<file path="config.mk">
export PLATFORM = sky130hd
export DESIGN_NAME = if_id_stage
export DESIGN_NICKNAME = d
export VERILOG_FILES = /design/src/rtl/legv8_pkg.sv /design/src/rtl/hazard_detection_unit.sv /design/src/rtl/if_id_stage.sv
export SDC_FILE = /design/constraint.sdc
export NUM_CORES = 1
export LEC_CHECK = 0
export CORE_ASPECT_RATIO = 1.5
export CORE_MARGIN = 2
export CORE_UTILIZATION = 39
export CTS_CLUSTER_SIZE = 8
export DETAILED_ROUTE_END_ITERATION = 8
export HOLD_SLACK_MARGIN = 0.02
export PLACE_DENSITY = 0.84
export SKIP_CTS_REPAIR_TIMING = 1
export SLEW_MARGIN = 20
export SYNTH_ARGS = -nofsm -noshare
export SYNTH_HDL_FRONTEND = slang
export SYNTH_SLANG_ARGS = --single-unit
export TNS_END_PERCENT = 30
</file>
<file path="constraint.sdc">
create_clock -name clk -period 3 [get_ports clk]
set_input_delay 0.9 -clock clk [delete_from_list [all_inputs] [get_ports clk]]
set_output_delay 0.9 -clock clk [all_outputs]
set_load 0.03 [all_outputs]
</file>
<file path="src/rtl/legv8_pkg.sv">
// Shared LEGv8 encoding constants for the IF/ID pipeline stage and its hazard logic.
package legv8_pkg;

  localparam logic [31:0] NOP_INSTR = 32'h0000_0000;
  localparam logic [4:0]  XZR_IDX   = 5'd31;
  localparam logic [10:0] OPC_STUR  = 11'h7C0;
  localparam logic [7:0]  OPC_CBZ   = 8'hB4;

  localparam int RT_LSB   = 0;
  localparam int RT_MSB   = 4;
  localparam int RN_LSB   = 5;
  localparam int RN_MSB   = 9;
  localparam int RM_LSB   = 16;
  localparam int RM_MSB   = 20;
  localparam int STUR_LSB = 21;
  localparam int CBZ_LSB  = 24;
  localparam int OPC_MSB  = 31;

endpackage

</file>
<file path="src/rtl/hazard_detection_unit.sv">
// Combinational load-use hazard detector for the instruction currently held in ID.
module hazard_detection_unit
  import legv8_pkg::*;
#(
  parameter int INSTR_W = 32
) (
  input  logic               memread_i,
  input  logic [4:0]         rd_i,
  input  logic [INSTR_W-1:0] instr_i,
  input  logic               valid_i,
  output logic               hazard_o
);

  logic [4:0] rn;
  logic [4:0] rm;
  logic [4:0] rt;
  logic       is_stur;
  logic       is_cbz;
  logic       unused_bits;

  assign rn      = instr_i[RN_MSB:RN_LSB];
  assign rm      = instr_i[RM_MSB:RM_LSB];
  assign rt      = instr_i[RT_MSB:RT_LSB];
  assign is_stur = (instr_i[OPC_MSB:STUR_LSB] == OPC_STUR);
  assign is_cbz  = (instr_i[OPC_MSB:CBZ_LSB] == OPC_CBZ);

  // Bits 15:10 carry shamt/offset fields that never name a register.
  assign unused_bits = ^instr_i[15:10];

  // Rt is only a source for stores and compare-and-branch; elsewhere it is a destination.
  assign hazard_o = memread_i && (rd_i != XZR_IDX) && valid_i &&
                    ((rd_i == rn) || (rd_i == rm) ||
                     ((is_stur || is_cbz) && (rd_i == rt)));

endmodule

</file>
<file path="src/rtl/if_id_stage.sv">
// IF/ID pipeline register with flush/stall priority and load-use hazard detection.
// Optional saturating stall/flush counters are built when IF_ID_PERF_CNT_EN is defined.
module if_id_stage
  import legv8_pkg::*;
#(
  parameter int ADDR_W  = 64,
  parameter int INSTR_W = 32,
  parameter int CNT_W   = 32
) (
  input  logic               clk,
  input  logic               rst_n,
  input  logic [ADDR_W-1:0]  PCIn,
  input  logic [INSTR_W-1:0] InstructionIn,
  input  logic               Flush,
  input  logic               IDEX_MemRead,
  input  logic [4:0]         IDEX_Rd,
  output logic [ADDR_W-1:0]  PCOut,
  output logic [INSTR_W-1:0] InstructionOut,
  output logic               ValidOut,
  output logic               PCWrite,
  output logic               ControlBubble,
  output logic [CNT_W-1:0]   StallCount,
  output logic [CNT_W-1:0]   FlushCount
);

  localparam logic [INSTR_W-1:0] NOP_W = INSTR_W'(NOP_INSTR);

  logic [ADDR_W-1:0]  pc_q, pc_d;
  logic [INSTR_W-1:0] instr_q, instr_d;
  logic               valid_q, valid_d;
  logic               hazard;

  hazard_detection_unit #(
    .INSTR_W (INSTR_W)
  ) u_hdu (
    .memread_i (IDEX_MemRead),
    .rd_i      (IDEX_Rd),
    .instr_i   (instr_q),
    .valid_i   (valid_q),
    .hazard_o  (hazard)
  );

  // NOTE: every always_comb output is defaulted first so no path leaves it unassigned (no latch).
  always_comb begin
    pc_d    = pc_q;
    instr_d = instr_q;
    valid_d = valid_q;
    if (Flush) begin
      pc_d    = PCIn;
      instr_d = NOP_W;
      valid_d = 1'b0;
    end else if (!hazard) begin
      pc_d    = PCIn;
      instr_d = InstructionIn;
      valid_d = 1'b1;
    end
  end

  // NOTE: state registers use non-blocking assignments so all flops sample the same edge values.
  always_ff @(posedge clk or negedge rst_n) begin
    if (!rst_n) begin
      pc_q    <= '0;
      instr_q <= NOP_W;
      valid_q <= 1'b0;
    end else begin
      pc_q    <= pc_d;
      instr_q <= instr_d;
      valid_q <= valid_d;
    end
  end

  assign PCOut          = pc_q;
  assign InstructionOut = instr_q;
  assign ValidOut       = valid_q;
  assign PCWrite        = ~hazard;
  assign ControlBubble  = hazard | ~valid_q;

`ifdef IF_ID_PERF_CNT_EN
  logic [CNT_W-1:0] stall_cnt_q;
  logic [CNT_W-1:0] flush_cnt_q;

  // A flush squashes the stalled slot, so it is counted as a flush rather than a stall.
  always_ff @(posedge clk or negedge rst_n) begin
    if (!rst_n) begin
      stall_cnt_q <= '0;
      flush_cnt_q <= '0;
    end else begin
      if (hazard && !Flush && (stall_cnt_q != '1)) stall_cnt_q <= stall_cnt_q + CNT_W'(1);
      if (Flush && (flush_cnt_q != '1))            flush_cnt_q <= flush_cnt_q + CNT_W'(1);
    end
  end

  assign StallCount = stall_cnt_q;
  assign FlushCount = flush_cnt_q;
`else
  assign StallCount = '0;
  assign FlushCount = '0;
`endif

endmodule

</file>
* Word-level counts from Yosys, hierarchy flattened
Cells that the tools add are included.
** Cells by class
- Equal/unequal tests :: 7
- Mux-type cells :: 6
- Bitwise operators :: 3
- Reduce and logical (&&, ||, !) cells :: 7
** Operator list (count)
- 2-to-1 mux 64 bit :: 2
- 2-to-1 mux 32 bit :: 2
- == test 5 bit :: 3
- == test 11 bit (second input constant) :: 1
- == test 8 bit (second input constant) :: 1
- != test 5 bit (second input constant) :: 1
- logical AND 1 bit :: 4
- logical OR 1 bit :: 3
- 2-to-1 mux 1 bit :: 2
- != test 2 bit (second input constant) :: 1
- inverter 1 bit :: 2
- OR 1 bit :: 1
** Storage, ports and cells
- Flip-flop bits (word level) :: 97
- Input bits :: 105
- Output and inout port bits :: 163

* Logic depth before layout (Yosys ltp)
- Depth after elaboration :: 7
- Mapped depth :: 7
- Depth with buffers taken out :: 5

* Hierarchy
From an unflattened synthesis, not the netlist that was laid out.
** Unflattened totals
- Cells, all modules :: 342
- Area total of the unflattened synthesis :: 4745.8 µm²
** By module, submodules not included
- if_id_stage :: instances 1, cells each 310, area each 4513.1 µm², sequential area each 2427.3 µm²
- hazard_detection_unit :: instances 1, cells each 32, area each 232.7 µm², sequential area each 0.0 µm²

* Worst setup path before layout
No wires, ideal clock.
- Path kind :: input to output
- Start :: input port IDEX_Rd[0]
- End :: output port PCWrite
- Arrival time :: 2.037 ns
- Path slack :: 0.063 ns
- Stages :: 7
- Path through :: xnor2_1 > nand2_1 > nor4_4 > o21a_1 > buf_4 > buf_6 > inv_1
** On the way
- Word-level cells in the longest chain between the ends :: 5
- Elaborated cells between the ends (all ways) :: 11
- Classes of those cells :: eq/ne: 4; bitwise: 1; reduce/logical: 6
** Ends and longest elaborated chain
- start, declared :: RTL line if_id_stage.sv:16 : input logic [4:0] IDEX_Rd,
- != test 5 bit, or another cell as far along :: RTL line hazard_detection_unit.sv:31 : assign hazard_o = memread_i && (rd_i != XZR_IDX) && valid_i &&
- logical AND 1 bit, or another cell as far along :: RTL line hazard_detection_unit.sv:31
- logical AND 1 bit or logical OR 1 bit (tied branches) :: RTL line hazard_detection_unit.sv:31, hazard_detection_unit.sv:32
- logical AND 1 bit (*) :: RTL line hazard_detection_unit.sv:31
- inverter 1 bit (*) :: RTL line if_id_stage.sv:75 : assign PCWrite = ~hazard;
- end, declared :: RTL line if_id_stage.sv:20 : output logic PCWrite,
Mark *: on every way between the ends. The rest lies on a longest branch, timed or not.

* Worst setup path in the final report
- Start :: input port IDEX_Rd[4]
- End :: output port ControlBubble
** On the way
- Word-level cells in the longest chain between the ends :: 5
- Elaborated cells between the ends (all ways) :: 11
- Classes of those cells :: eq/ne: 4; bitwise: 1; reduce/logical: 6
** Ends and longest elaborated chain
- != test 5 bit, or another cell as far along :: RTL line hazard_detection_unit.sv:31
- logical AND 1 bit, or another cell as far along :: RTL line hazard_detection_unit.sv:31
- logical AND 1 bit or logical OR 1 bit (tied branches) :: RTL line hazard_detection_unit.sv:31, hazard_detection_unit.sv:32
- logical AND 1 bit (*) :: RTL line hazard_detection_unit.sv:31
- OR 1 bit (*) :: RTL line if_id_stage.sv:76 : assign ControlBubble = hazard | ~valid_q;
- end, declared :: RTL line if_id_stage.sv:21 : output logic ControlBubble,
Marked as above.

==> impl_metrics.yaml <==
outcome:
  status: "complete, no violations"
power:
  p_sw_w: 0.000986
  sw_frac_of_total: 0.291
  clkPwrFrac: 0.349
  p_seq_frac: 0.424
  internal_power_w: 0.00240
  power_density_nw_per_um2: 473
  comb_power_share: 0.227
  p_total_w: 0.00339
  max-vdd-ir-drop_mv: 0.249
  total_leakage_power_nw: 3.26
job:
  max-cap-violations: 0
timing:
  setup_viol: 0
  slew-limit-headroom: 0.617
  final_hold_viol_count: 0
  rsz0062_at_grt: "true"
  worst_pin_slew_ps: 575
  skew_ps: 11.6
  fmax_mhz: 334
  finalCritPeriodShare: 0.997
  drv_slew: 0
  setup_tns_ps: 0
  period_minus_slack_ps: 2990
hold_path:
  hp-start: "PCOut[43]"
  hold_end: "PCOut[43]"
  holdPathStages: 1
  hold_path_class: "flop to flop"
final_layout:
  drive_gt1_frac: 0.184
  fin_util: 0.595
  diodes: 0
  design_area_um2: 7150
  nNetsFinal: 688
  layout_commonest_cell: "clkdlybuf4s50_1"
  synthToLayoutAreaGrowth_pct: 48.1
  mostFrequentLayoutCells: "clkdlybuf4s50_1 (195), dfrtp_1 (97), nand2_1 (67), conb_1 (64), mux2_4 (60)"
  n_fill_cell: 954
cts:
  insertion_delay_ps: 340
  cts_tree: "done"
  cts_buffer_depth: 2
  cts-buffers-inserted: 9
  htreeDepth: 3
  clock-sinks: 97
  clk_pin_slew_ps: 60
  cts_root_buf: "clkbuf_16"
logic_synthesis:
  synthArstFlopShare: 1.00
  synth_flop_cell: "dfrtp_1"
  netlist_top_cells_area: "dfrtp_1 (50%), mux2_4 (19%), buf_4 (10%)"
  yosysTopAreaCellShare: 0.502
  yosys_warnings: 0
  yosysSeqAreaShare: 0.502
  synth_area_leader_cell: "dfrtp_1"
  synth-seq-cells: 97
  synth_edf_count: 0
  synth_cell_types: 24
  synthCells: 376
  syn_area_um2: 4830
  synth_area_per_cell_um2: 12.9
floorplanning:
  ioPinCount: 268
  rows: 49
  coreArea_um2: 12000
  floorplan.initialDensity: 0.402
  die_h_um: 140
  dieWidth_um: 94.9
  die-area_um2: 13300
worst_setup_path:
  required_ps: 2100
  r2r_slack_ps: 710
  crit-reg2reg-launch: "InstructionOut[21]"
  startpoint_type: "input pin"
  reg2reg_to: "InstructionOut[9]"
  cp-end-kind: "output port"
  r2r_cells: 7
  path_class: "input pin to output port"
  arrival_ps: 2090
  cp_max_fo: 4
routing:
  drtAntennaViolNets: 0
  wl_per_cell_um: 15.6
  wirelength_um: 11600
  via_count: 3327
  drt-vias-per-instance: 4.49
  dr.pass1.iters: 4
  drc: 0
  drtIter0Drc: 86
grt:
  grt_pass1_wl_um: 17700
  gr-total-overflow: 0
  grt_pass1_vias: 3430
  grt_max_degree: 66
  antenna_found_initial: 0
  grt_use_total: 0.172
place:
  placed_area_um2: 6780
  routabilityCongestion: 0.768
  dp_hpwl_um: 8890
  port_buffers: 203
==> worst max path at each step <==
stage | startpoint | end | slack, ps | cells past startpoint
2_1_floorplan | IDEX_Rd[0] | PCWrite | 60 | 7
3_5_place_dp | IDEX_Rd[1] | PCWrite | -710 | 7
5_1_grt | InstructionOut[21] | ControlBubble | -50 | 7
4_1_cts | IDEX_Rd[1] | PCWrite | -720 | 7
3_3_place_gp | IDEX_Rd[0] | PCWrite | -690 | 7
6_report | IDEX_Rd[4] | ControlBubble | 9 | 8
==> power groups by stage <==
stage                     Combinational, W  Clock (W)  Sequential (W)
after global placement            0.000753          0         0.00145
after detailed placement          0.000763          0         0.00146
final                             0.000770    0.00118         0.00144
after CTS                         0.000767    0.00122         0.00143
after global routing              0.000815    0.00127         0.00144
after floorplan                   0.000325          0         0.00160
==> cell type report <==
cell class | count | area [µm²] | share of cell area
Inverter | 2 | 7.51 | 0.00105
Clock inverter | 7 | 86.3 | 0.0121
Timing Repair Buffer | 214 | 2140 | 0.299
Tap cell | 153 | 191 | 0.0268
Clock buffer | 9 | 225 | 0.0315
Multi-Input combinational cell | 259 | 2080 | 0.290
Sequential cell | 97 | 2430 | 0.339
==> metal layers <==
layer	GRT usage	wire length [µm]	vias to the layer above
met4	0.0694	279	0
li1	-	-	1528
met2	0.314	6440	182
met5	0	0	-
met1	0.185	4020	1597
met3	0.0452	847	20
==> synth_stat cells, types with 2 or more instances <==
cell type  count
mux2_2         4
buf_6          9
and3_1         2
inv_1          2
clkbuf_1       7
dfrtp_1       97
xnor2_1       15
mux2_4        60
nand3_1        4
mux2i_1       32
nand2_1       67
buf_4         65
==> metrics by stage <==
stage | hold slack, ps | cells | setup WS [ps]
floorplan | 604 | 439 | 63.1
global placement | 490 | 725 | -692
detailed placement | 493 | 725 | -715
CTS | 514 | 741 | -722
global route | 525 | 741 | -47.1
finish | 510 | 741 | 8.78
==> worst max-delay path, stage by stage <==
cell	delay, ps
buf_6	110
xnor2_2	150
nand3_2	110
nor4_4	270
o21a_2	220
buf_6	100
nand2b_4	110
buf_6	120
==> kinds of logic after synthesis <==
group | after synthesis | share of synthesized area
buffers and inverters | 83 | 0.129
muxes | 96 | 0.262
DFF | 97 | 0.502
and+or+nand+nor | 80 | 0.0712
other | 1 | 0.000776
AOI/OAI and AO/OA | 4 | 0.00751
xor gates and xnor gates | 15 | 0.0272
==> registers in the layout (all words and copies together) (netlist names) <==
| register | flops |
|---|---|
| InstructionOut | 32 |
| ValidOut | 1 |
| PCOut | 64 |
Power figures use the tool's default switching activity.
